[src/rtl/alu_ctrl_if.sv]
// alu_ctrl_if: command channel from instruction decode to alu_ctrl.
//   cmd_valid/cmd_ready : valid/ready handshake, transfer on a clock edge with both high
//   cmd_op              : ALU opcode
//   cmd_rd/rs/rt        : destination, operand A, operand B register addresses
// Modports: master = decode side, slave = controller side.
interface alu_ctrl_if #(
  parameter int op_width   = 4,
  parameter int addr_width = 3
);
  logic                  cmd_valid;
  logic                  cmd_ready;
  logic [op_width-1:0]   cmd_op;
  logic [addr_width-1:0] cmd_rd;
  logic [addr_width-1:0] cmd_rs;
  logic [addr_width-1:0] cmd_rt;

  modport master (output cmd_valid, cmd_op, cmd_rd, cmd_rs, cmd_rt, input cmd_ready);
  modport slave  (input cmd_valid, cmd_op, cmd_rd, cmd_rs, cmd_rt, output cmd_ready);
endinterface

[src/rtl/alu_ctrl.sv]
// alu_ctrl: three-state (IDLE/EXEC/WB) issue controller for the combinational ALU.
// Owns the architectural register file (R0 hardwired to zero) and the car/zero/taken/err flags.
// Ports:
//   clk, rst_n          : clock (rising edge), asynchronous active-low reset
//   cmd                 : alu_ctrl_if.slave command channel
//   alu_op/alu_ra/alu_rb: registered ALU inputs, held until the next accept
//   alu_res/alu_car/alu_zero/alu_branch : ALU outputs, sampled in EXEC
//   done                : one-cycle completion pulse (high in WB)
//   car_q/zero_q/taken_q/err_q : architectural flags
//   dbg_addr/dbg_data   : combinational register-file read port
// Build option: define ALU_CTRL_ERR_EN to make ops 11-15 set the sticky err_q flag;
// otherwise they are silent NOPs and err_q is tied low.
module alu_ctrl #(
  parameter int reg_width  = 8,
  parameter int op_width   = 4,
  parameter int addr_width = 3
) (
  input  logic                  clk,
  input  logic                  rst_n,
  alu_ctrl_if.slave             cmd,
  output logic [op_width-1:0]   alu_op,
  output logic [reg_width-1:0]  alu_ra,
  output logic [reg_width-1:0]  alu_rb,
  input  logic [reg_width-1:0]  alu_res,
  input  logic [reg_width-1:0]  alu_car,
  input  logic                  alu_zero,
  input  logic                  alu_branch,
  output logic                  done,
  output logic [reg_width-1:0]  car_q,
  output logic                  zero_q,
  output logic                  taken_q,
  output logic                  err_q,
  input  logic [addr_width-1:0] dbg_addr,
  output logic [reg_width-1:0]  dbg_data
);
  localparam int NREG = 1 << addr_width;

  typedef enum logic [1:0] {IDLE, EXEC, WB} state_t;
  state_t state, state_nxt;

  logic accept, capture, commit;
  logic [addr_width-1:0] rd_q;
  logic [reg_width-1:0]  res_h, car_h;
  logic                  zero_h, br_h;

  // Entry 0 is reset to zero and never written, so it always reads 0.
  logic [NREG-1:0][reg_width-1:0] regs;

  // Opcode class decode; alu_op holds the accepted opcode through WB.
  logic wr_en, car_en, br_en;
  always_comb begin
    wr_en  = 1'b0;
    car_en = 1'b0;
    br_en  = 1'b0;
    case (int'(alu_op))
      0, 1, 2, 3, 6:  wr_en = 1'b1;
      4, 5, 8, 9, 10: begin wr_en = 1'b1; car_en = 1'b1; end
      7:              br_en = 1'b1;
      default:        ;
    endcase
  end

  always_ff @(posedge clk or negedge rst_n) begin
    if (!rst_n) state <= IDLE;
    else        state <= state_nxt;
  end

  always_comb begin
    state_nxt      = state;
    cmd.cmd_ready  = 1'b0;
    done           = 1'b0;
    accept         = 1'b0;
    capture        = 1'b0;
    commit         = 1'b0;
    case (state)
      IDLE: begin
        cmd.cmd_ready = 1'b1;
        if (cmd.cmd_valid) begin
          accept    = 1'b1;
          state_nxt = EXEC;
        end
      end
      EXEC: begin
        capture   = 1'b1;
        state_nxt = WB;
      end
      WB: begin
        commit    = 1'b1;
        done      = 1'b1;
        state_nxt = IDLE;
      end
      default: state_nxt = IDLE;
    endcase
  end

  // Operands are read at accept; a WB write lands before the next accept can happen.
  always_ff @(posedge clk or negedge rst_n) begin
    if (!rst_n) begin
      alu_op <= '0;
      alu_ra <= '0;
      alu_rb <= '0;
      rd_q   <= '0;
    end else if (accept) begin
      alu_op <= cmd.cmd_op;
      alu_ra <= regs[cmd.cmd_rs];
      alu_rb <= regs[cmd.cmd_rt];
      rd_q   <= cmd.cmd_rd;
    end
  end

  always_ff @(posedge clk or negedge rst_n) begin
    if (!rst_n) begin
      res_h  <= '0;
      car_h  <= '0;
      zero_h <= 1'b0;
      br_h   <= 1'b0;
    end else if (capture) begin
      res_h  <= alu_res;
      car_h  <= alu_car;
      zero_h <= alu_zero;
      br_h   <= alu_branch;
    end
  end

  always_ff @(posedge clk or negedge rst_n) begin
    if (!rst_n) begin
      regs    <= '0;
      car_q   <= '0;
      zero_q  <= 1'b0;
      taken_q <= 1'b0;
    end else if (commit) begin
      if (wr_en) begin
        if (rd_q != '0) regs[rd_q] <= res_h;
        zero_q <= zero_h;
      end
      // ALU leaves car_out stale for the other ops, so only these update car_q.
      if (car_en) car_q   <= car_h;
      if (br_en)  taken_q <= br_h;
    end
  end

`ifdef ALU_CTRL_ERR_EN
  logic ill_op;
  assign ill_op = (int'(alu_op) > 10);

  always_ff @(posedge clk or negedge rst_n) begin
    if (!rst_n)               err_q <= 1'b0;
    else if (commit && ill_op) err_q <= 1'b1;
  end
`else
  assign err_q = 1'b0;
`endif

  assign dbg_data = regs[dbg_addr];
endmodule

[src/flat_wrapper.sv]
// flat-port wrapper written by rule: the top's interface ports become plain ports
module alu_ctrl_flat 
#(
  parameter int reg_width  = 8,
  parameter int op_width   = 4,
  parameter int addr_width = 3
)
  (clk, rst_n, alu_op, alu_ra, alu_rb, alu_res, alu_car, alu_zero, alu_branch, done, car_q, zero_q, taken_q, err_q, dbg_addr, dbg_data, cmd_cmd_valid, cmd_cmd_op, cmd_cmd_rd, cmd_cmd_rs, cmd_cmd_rt, cmd_cmd_ready);
  alu_ctrl_if #(.op_width(op_width), .addr_width(addr_width)) cmd_i ();
  input  logic clk;
  input  logic rst_n;
  output logic [op_width-1:0] alu_op;
  output logic [reg_width-1:0] alu_ra;
  output logic [reg_width-1:0] alu_rb;
  input  logic [reg_width-1:0] alu_res;
  input  logic [reg_width-1:0] alu_car;
  input  logic alu_zero;
  input  logic alu_branch;
  output logic done;
  output logic [reg_width-1:0] car_q;
  output logic zero_q;
  output logic taken_q;
  output logic err_q;
  input  logic [addr_width-1:0] dbg_addr;
  output logic [reg_width-1:0] dbg_data;
  input wire logic [$bits(cmd_i.cmd_valid)-1:0] cmd_cmd_valid;
  input wire logic [$bits(cmd_i.cmd_op)-1:0] cmd_cmd_op;
  input wire logic [$bits(cmd_i.cmd_rd)-1:0] cmd_cmd_rd;
  input wire logic [$bits(cmd_i.cmd_rs)-1:0] cmd_cmd_rs;
  input wire logic [$bits(cmd_i.cmd_rt)-1:0] cmd_cmd_rt;
  output wire logic [$bits(cmd_i.cmd_ready)-1:0] cmd_cmd_ready;
  assign cmd_i.cmd_valid = cmd_cmd_valid;
  assign cmd_i.cmd_op = cmd_cmd_op;
  assign cmd_i.cmd_rd = cmd_cmd_rd;
  assign cmd_i.cmd_rs = cmd_cmd_rs;
  assign cmd_i.cmd_rt = cmd_cmd_rt;
  assign cmd_cmd_ready = cmd_i.cmd_ready;
  alu_ctrl #(.reg_width(reg_width), .op_width(op_width), .addr_width(addr_width)) u_core (.clk(clk), .rst_n(rst_n), .cmd(cmd_i), .alu_op(alu_op), .alu_ra(alu_ra), .alu_rb(alu_rb), .alu_res(alu_res), .alu_car(alu_car), .alu_zero(alu_zero), .alu_branch(alu_branch), .done(done), .car_q(car_q), .zero_q(zero_q), .taken_q(taken_q), .err_q(err_q), .dbg_addr(dbg_addr), .dbg_data(dbg_data));
endmodule
[config.mk]
export PLATFORM = sky130hd
export DESIGN_NAME = alu_ctrl_flat
export DESIGN_NICKNAME = d
export VERILOG_FILES = /design/src/rtl/alu_ctrl_if.sv /design/src/rtl/alu_ctrl.sv /design/src/flat_wrapper.sv
export SDC_FILE = /design/constraint.sdc
export NUM_CORES = 1
export LEC_CHECK = 0
export CELL_PAD_IN_SITES_DETAIL_PLACEMENT = 0
export CELL_PAD_IN_SITES_GLOBAL_PLACEMENT = 1
export CORE_UTILIZATION = 41
export CTS_BUF_LIST = sky130_fd_sc_hd__clkbuf_4 sky130_fd_sc_hd__clkbuf_8 sky130_fd_sc_hd__clkbuf_16
export DETAILED_ROUTE_END_ITERATION = 8
export HOLD_SLACK_MARGIN = 0.15
export MAX_ROUTING_LAYER = met4
export PLACE_DENSITY_LB_ADDON = 0.1
export SYNTH_ARGS = -nofsm -noshare
export SYNTH_HDL_FRONTEND = slang
export SYNTH_SLANG_ARGS = --single-unit
[constraint.sdc]
create_clock -name clk -period 2.4 [get_ports clk]
set_clock_uncertainty 0.05 [all_clocks]
set_input_delay 0.6 -clock clk [delete_from_list [all_inputs] [get_ports clk]]
set_output_delay 0.6 -clock clk [all_outputs]
set_load 0.02 [all_outputs]
### After elaboration in Yosys (flattened, before gate mapping)

Cells that the tools add are included.
W data, S select, Z words.

| storage, ports and cells | value |
|---|---|
| output and inout bits | 41 |
| input bits | 37 |
| register bits after elaboration | 117 |
| logic and storage cells | 67 |

| cells by class | value |
|---|---|
| eq/ne operators | 13 |
| reductions and logical operators | 10 |
| order comparisons | 5 |
| multiplexer cells | 19 |

Operators by type and width:

| cell | number |
|---|---|
| $bmux W8 S3 | 3 |
| $bwmux W64 | 1 |
| $mux W8 | 4 |
| $demux W8 S3 | 1 |
| $eq A4 B3 Y1 const B | 4 |
| $lt A3 B4 Y1 const B | 4 |
| $eq A4 B4 Y1 const B | 3 |
| $reduce_or A10 Y1 | 1 |
| $eq A4 B2 Y1 const B | 2 |
| $mux W1 | 8 |
| $reduce_and A2 Y1 | 3 |
| $reduce_or A5 Y1 | 1 |
| $eq A4 B1 Y1 const B | 1 |
| $logic_not A4 Y1 | 1 |
| $pmux W2 S2 | 1 |
| $ge A3 B1 Y1 const B | 1 |
| $reduce_and A3 Y1 | 1 |
| $reduce_bool A3 Y1 | 1 |
| $eq A2 B1 Y1 const B | 1 |
| $eq A2 B2 Y1 const B | 1 |
| $logic_not A2 Y1 | 1 |
| $mux W2 | 1 |
| $ne A2 B2 Y1 const B | 1 |
| $logic_and A1 B1 Y1 | 1 |

### Depth between registers and ports, before layout

Gate-level depths: netlist of run 1.

| depth | value |
|---|---|
| depth after elaboration | 5 |
| gate-level depth with buffers | 6 |

### Worst setup path after synthesis of run 1

Ideal clock, no wire load.

| timing path | value |
|---|---|
| kind | input to output |
| start | in dbg_addr[0] |
| end | out dbg_data[0] |
| data arrival time | 1.965 ns |
| stages on the path | 4 |
| required time | 1.750 ns |
| path slack | -0.215 ns |
| path through | buf_2 buf_2 mux4_2 mux2_2 |

| on the way | value |
|---|---|
| word-level cells in the longest chain between the ends | 2 |

Ends and longest elaborated chain:

| item | line | text |
|---|---|---|
| start, declared | flat_wrapper.sv:24 | `input logic [addr_width-1:0] dbg_addr;` |
| $bmux W8 S3 | alu_ctrl.sv:154 | `assign dbg_data = regs[dbg_addr];` |
| $mux W8 (not written as such) | alu_ctrl.sv:154 |  |
| end, declared | flat_wrapper.sv:25 | `output logic [reg_width-1:0] dbg_data;` |

Every way passes these cells. The select of a mux whose other input is x is not followed.

### Worst setup path after layout of run 1

| timing path | value |
|---|---|
| start | in dbg_addr[0] |
| end | out dbg_data[7] |

Same word-level chain as after synthesis.

==> metrics.md, run 1 <==
| Metric | Value |
|---|---|
| WL final | `15100 um` |
| Htree depth | `4` |
| Crit path arrival time | `1.80 ns` |
| Die area | `14900 um2` |
| Slew Limit Fails | `0` |
| # diodes | `0` |
| Synth top cells by count | `dfrtp_1, mux2_2, mux2i_1, nand2_1, a22oi_1` |
| Largest net degree at the start of global routing | `42` |
| Initial Util | `42.3%` |
| Crit path cell chain | `buf_12 -> buf_12 -> mux4_2 -> mux2_4 -> buf_6` |
| Crit. End Element | `output port` |
| Number of global-route vias before repair | `4293` |
| Final setup vio count | `7` |
| DR pass1 iterations | `4` |
| Yosys top cell by area | `dfrtp_1` |
| Dpl cells | `712` |
| Fill cells | `1194` |
| Post-layout net count | `591` |
| Antenna violations before repair | `0` |
| Hpwl dp | `9940 um` |
| CP Class | `primary input to output port` |
| Worst vdd ir | `531 uV` |
| P_leak | `0.00361 uW` |
| Synth-to-layout area growth | `31.9%` |
| Worst path most repeated cell | `buf_12` |
| Cts bufs inserted | `17` |
| IO buf count | `76` |
| Post-DR vias/cell | `5.48` |
| Top post-synthesis cells by area | `dfrtp_1, mux2_2, mux2i_1` |
| Largest stage delay, worst path | `0.52 ns` |
| Die width | `122 um` |
| R2R Path Start | `u_core.alu_op[3]$_DFFE_PN0P_` |
| Final Hold Viols | `0` |
| Vias | `4074` |
| # IOs | `78` |
| GRT overflow | `0` |
| CP required | `1.75 ns` |
| GR Layer Usage met3 | `4.63%` |
| Most common flop cell mapped by yosys | `dfrtp_1` |
| Hold crit path type | `register to register` |
| CP top delay family | `multiplexers` |
| Gr busiest metal | `met2` |
| Initial DRC count | `248` |
| Clock Sinks | `117` |
| Wirelength per Cell | `20.3 um` |
| HP Start | `u_core.regs[3]$_DFFE_PN0P_` |
| RSZ-0062 raised after global routing | `yes` |
| Reg-to-reg slack, setup | `0.46 ns` |
| Wire length of the first global-routing pass | `24000 um` |
| Pwr/cell area | `1080 nW/um2` |
| Core footprint | `14000 um2` |
| Residual DRC | `0` |
| Die H | `122 um` |
| Post-synth ARST share | `100%` |
| Net count after synthesis | `487` |
| Post-route insts no fill | `744` |
| Layout cell share with drive strength beyond 1 | `37.1%` |
| ANT nets after route | `0` |
| Worst R2R End | `u_core.regs[35]$_DFFE_PN0P_` |
| Synth unique cells | `31` |
| Final WS setup | `-0.0467 ns` |
| Clock-pin slew on the worst setup and hold paths | `0.05 ns` |
| CP Buf/Inv Count | `3` |
| NetSw | `2600 uW` |
| Period utilization | `102%` |
| Insertion delay to the later sink of the worst-skew pair | `0.41 ns` |
| Root buf cell | `clkbuf_16` |
| Post-synth top area share | `49.5%` |
| Max clock buf depth | `2` |
| Crit Path Max Fanout | `8` |
| Clk network pwr share | `27.0%` |
| Setup WS pre-CTS | `-0.935 ns` |
| Status | `finished, violations left` |
| CTS tree | `built` |
| Slowest stage cell, crit path | `mux4_2` |
| Number of enable flip-flop cells after synthesis | `0` |
| Min Tclk post-route | `2.45 ns` |
| Met2 Use GR | `36.0%` |
| Reg2reg path depth | `4` |
| Met1 GRT Util | `28.8%` |
| Hold slack final | `0.372 ns` |
| Worst setup path startpoint | `dbg_addr[0]` |
| Seq/Total Area, Yosys | `49.5%` |
| Final GP Congestion | `0.827` |
| Max-cap viol count | `0` |
| Violated checks | `negative setup slack` |
| Switch share | `30.9%` |
| Logic pwr share | `34.0%` |
| FP Rows | `43` |
| Post-CTS Setup Repair Bufs | `0` |
| Sequential power share | `39.0%` |
| Max Clock Freq | `409 MHz` |
| Internal | `5800 uW` |
| Min-Delay Endpoint | `u_core.regs[3]$_DFFE_PN0P_` |
| Synth Instances | `450` |
| GRT Total Usage | `23.1%` |
| Count leader, synth | `dfrtp_1` |
| Syn avg cell area | `13.1 um2` |
| CP Launch Type | `primary input` |
| Finished Core Util | `55.7%` |
| Hold path depth | `0` |
| Seq cells post-synth | `117` |
| Post-Synthesis Cell Area | `5910 um2` |
| Synth Warn # | `0` |
-- power by group through the flow --
stage,Combinational (uW),Sequential [uW],Clock (uW)
after floorplan,1460,3380,0
after global placement,2740,3270,0
after detailed placement,2800,3300,0
after CTS,2880,3280,2330
after global routing,3090,3390,2410
final,2860,3280,2260
-- logic make-up after synthesis --
kind of cell	Yosys count	share of synthesized area (%)
AO/OA/AOI/OAI	52	5.99
XOR/XNOR	1	0.148
buffers and inverters	41	3.15
multiplexers	178	36.1
other	1	0.0634
AND/OR/NAND/NOR	60	5.04
flip-flops	117	49.5
-- how the worst max path moves through the flow --
| stage | end | slack, ns | cells after the start |
|---|---|---|---|
| after floorplan | dbg_data[0] | 0.01 | 4 |
| after CTS | dbg_data[7] | -0.04 | 5 |
| after global placement | dbg_data[1] | -0.91 | 5 |
| after global routing | dbg_data[1] | -0.07 | 5 |
| after detailed placement | dbg_data[1] | -0.94 | 5 |
| final | dbg_data[7] | -0.05 | 5 |
-- cells in the final DEF (no fill, tap or decap), types with 3 or more instances in the layout --
cell type,count
mux2_2,83
buf_6,8
buf_12,9
clkinv_2,5
mux2i_1,64
clkbuf_16,17
nand4b_1,3
dfrtp_1,117
nor2_1,6
mux2_4,15
buf_4,39
mux4_2,16
clkdlybuf4s50_1,62
o21ai_0,16
clkbuf_8,5
nand2_1,36
a22oi_1,32
nor2b_1,4
-- cell type report --
cell class / count / area, um2 / area share, %
repair buffers: 125 / 1280 / 16.4
well taps: 180 / 225 / 2.89
clock inverters: 5 / 25.0 / 0.321
flip-flops and latches: 117 / 2930 / 37.5
inverters: 1 / 3.75 / 0.0481
clock buffers: 24 / 509 / 6.53
multi-input cells: 292 / 2830 / 36.3
-- state kept, by name, summed over array words and instances, names as in the netlist --
signal and flops:
u_core.regs 64, u_core.alu_ra 8, u_core.alu_rb 8, u_core.car_h 8
u_core.car_q 8, u_core.res_h 8, u_core.alu_op 4, u_core.rd_q 3
u_core.state 2, u_core.br_h 1, u_core.taken_q 1, u_core.zero_h 1
u_core.zero_q 1
-- timing repair --
action / CTS / global route
endpoints found under the hold margin: 19 / 0
endpoints found under the setup margin: 8 / 8
gates resized for setup: 70 / 0
cloned: 2 / 0
hold buffers: 1 / 0
-- per-stage QoR --
stage	power [uW]	TNS, ns	cell area [um2]
floorplan	4840	0	5930
global placement	6010	-7.22	7150
detailed placement	6100	-7.30	7150
CTS	8490	-0.255	7800
global route	8890	-0.426	7800
finish	8390	-0.211	7800
-- metal layers --
layer / part of all wire [%] / routed length, um / vias up
met1: 44 / 6660 / 2078
met5: 0 / 0 / -
met4: 2.9 / 442 / 0
li1: - / - / 1866
met2: 49 / 7430 / 103
met3: 3.6 / 548 / 27
No activity file was read; power rests on OpenSTA's default activity.
==> run 2, diff against run 1 <==
--- a/config.mk
+++ b/config.mk
@@ -13,6 +13,7 @@
 export HOLD_SLACK_MARGIN = 0.15
 export MAX_ROUTING_LAYER = met4
 export PLACE_DENSITY_LB_ADDON = 0.1
+export SKIP_CTS_REPAIR_TIMING = 1
 export SYNTH_ARGS = -nofsm -noshare
 export SYNTH_HDL_FRONTEND = slang
 export SYNTH_SLANG_ARGS = --single-unit
==> run 2 against run 1 <==
Via count fell by 0.20%; critical path type unchanged; critical endpoint is now dbg_data[6]; sequential power barely moved; combinational power barely moved; the flow still finishes with violations (negative setup slack); non-clock buffer count did not move; register-to-register slack barely moved; power fell by 0.22%; sequential share of layout area rose by 0.066 points; clock-buffer cell count did not move; maximum frequency rose by 0.42%; die area did not move.
==> metrics.md, run 2 (synthesis results as in run 1) <==
| Metric | Value |
|---|---|
| Status | `finished, violations left` |
| Violated checks | `negative setup slack` |
| ANT nets after route | `0` |
| Post-layout net count | `591` |
| Final GP Congestion | `0.827` |
| Htree depth | `4` |
| Crit Path Max Fanout | `8` |
| Root buf cell | `clkbuf_16` |
| Met3 routed WL | `492 um` |
| Clock-pin slew on the worst setup and hold paths | `0.05 ns` |
| Crit path arrival time | `1.79 ns` |
| RSZ-0062 raised after global routing | `yes` |
| M1 wire length | `6730 um` |
| Hold slack final | `0.371 ns` |
| Max clock buf depth | `2` |
| Slew Limit Fails | `0` |
| Clock Sinks | `117` |
| CTS tree | `built` |
| Commonest non-fill, non-tap cell in the layout | `dfrtp_1` |
| Wirelength per Cell | `20.2 um` |
| Reg-to-reg slack, setup | `0.45 ns` |
| IO buf count | `76` |
| HP Start | `u_core.regs[3]$_DFFE_PN0P_` |
| Min Tclk post-route | `2.44 ns` |
| Initial Util | `42.3%` |
| Antenna violations before repair | `0` |
| Core footprint | `14000 um2` |
| Final WS setup | `-0.0363 ns` |
| FP Rows | `43` |
| Synth-to-layout area growth | `31.6%` |
| Hold crit path type | `register to register` |
| Top Layer Used | `met4` |
| WL final | `15000 um` |
| Max Clock Freq | `410 MHz` |
| GRT overflow | `0` |
| Worst vdd ir | `530 uV` |
| Period utilization | `102%` |
| Die width | `122 um` |
| DR pass1 iterations | `4` |
| Wire length of the first global-routing pass | `23600 um` |
| Cts bufs inserted | `17` |
| CP required | `1.75 ns` |
| Reg2reg path depth | `4` |
| Insertion delay to the later sink of the worst-skew pair | `0.41 ns` |
| Setup WS pre-CTS | `-0.935 ns` |
| Layout cell share with drive strength beyond 1 | `36.9%` |
| Initial DRC count | `220` |
| CP Class | `primary input to output port` |
| Largest reg by FF count | `u_core.regs` |
| Most frequent cells in the layout | `dfrtp_1, mux2_2, mux2i_1` |
| Fill cells | `1201` |
| Final setup vio count | `8` |
| CP Launch Type | `primary input` |
| Die area | `14900 um2` |
| Min-Delay Endpoint | `u_core.regs[3]$_DFFE_PN0P_` |
| GRT Total Usage | `22.5%` |
| Vias | `4066` |
| Hpwl dp | `9940 um` |
| Number of global-route vias before repair | `4299` |
| Residual DRC | `0` |
| Total power | `8380 uW` |
| Hold path depth | `0` |
| Pwr/cell area | `1080 nW/um2` |
| P_leak | `0.00361 uW` |
| R2R Path Start | `u_core.alu_op[3]$_DFFE_PN0P_` |
| # diodes | `0` |
| Final Hold Viols | `0` |
| Worst R2R End | `u_core.regs[32]$_DFFE_PN0P_` |
| Largest net degree at the start of global routing | `42` |
| Die H | `122 um` |
| Max-cap viol count | `0` |
| # IOs | `78` |
| Largest register FFs | `64` |
| Setup_tns | `-0.201 ns` |
| Worst setup path startpoint | `dbg_addr[0]` |
| Crit. End Element | `output port` |
| Post-DR vias/cell | `5.47` |
| Wire length on met2 | `7330 um` |
-- run 2: changes by cell type in the layout (fill, tap and decap cells not counted), sizes merged --
cell / delta
buf: -3
clkdlybuf4s15: -1
dlygate4sd2: -1
dlymetal6s2s: +1
clkbuf: +3
clkdlybuf4s50: +1
-- run 2: final cells by class --
| type | instances | area, um2 | area share, % |
|---|---|---|---|
| clock inverter | 5 | 25.0 | 0.321 |
| timing repair buffer | 125 | 1260 | 16.3 |
| inverter | 1 | 3.75 | 0.0482 |
| sequential | 117 | 2930 | 37.6 |
| multi-input combinational | 292 | 2830 | 36.3 |
| clock buffer | 24 | 509 | 6.54 |
| tap | 180 | 225 | 2.89 |
-- run 2: worst max-delay path by stage --
stage / endpoint / cells after the start
6_report: dbg_data[6] / 5
5_1_grt: dbg_data[5] / 5
4_1_cts: dbg_data[1] / 5
3_5_place_dp: dbg_data[1] / 5
3_3_place_gp: dbg_data[1] / 5
2_1_floorplan: dbg_data[0] / 4
-- run 2: layer usage --
| metal | GRT usage, % | vias to the layer above |
|---|---|---|
| li1 | - | 1861 |
| met1 | 28.1 | 2065 |
| met2 | 35.0 | 108 |
| met3 | 4.35 | 32 |
| met4 | 11.5 | 0 |
| met5 | - | - |
-- run 2: critical path, cell delays in order --
cell and delay, ns:
buf_8 0.09, clkbuf_16 0.16, mux4_2 0.51, mux2_4 0.29
buf_6 0.13
-- run 2: report_power, final --
group	leakage, uW	switching, uW	internal, uW
logic	0.00186	1170	1670
registers	0.00148	609	2670
clock network	0.000274	814	1450
-- run 2: through the flow --
| step | instances | area, um2 | util (%) |
|---|---|---|---|
| final | 744 | 7780 | 55.6 |
| after floorplan | 450 | 5930 | - |
| after global routing | 744 | 7780 | 55.6 |
| after detailed placement | 712 | 7150 | 51.1 |
| after CTS | 741 | 7690 | 54.9 |
| after global placement | 712 | 7150 | 51.1 |
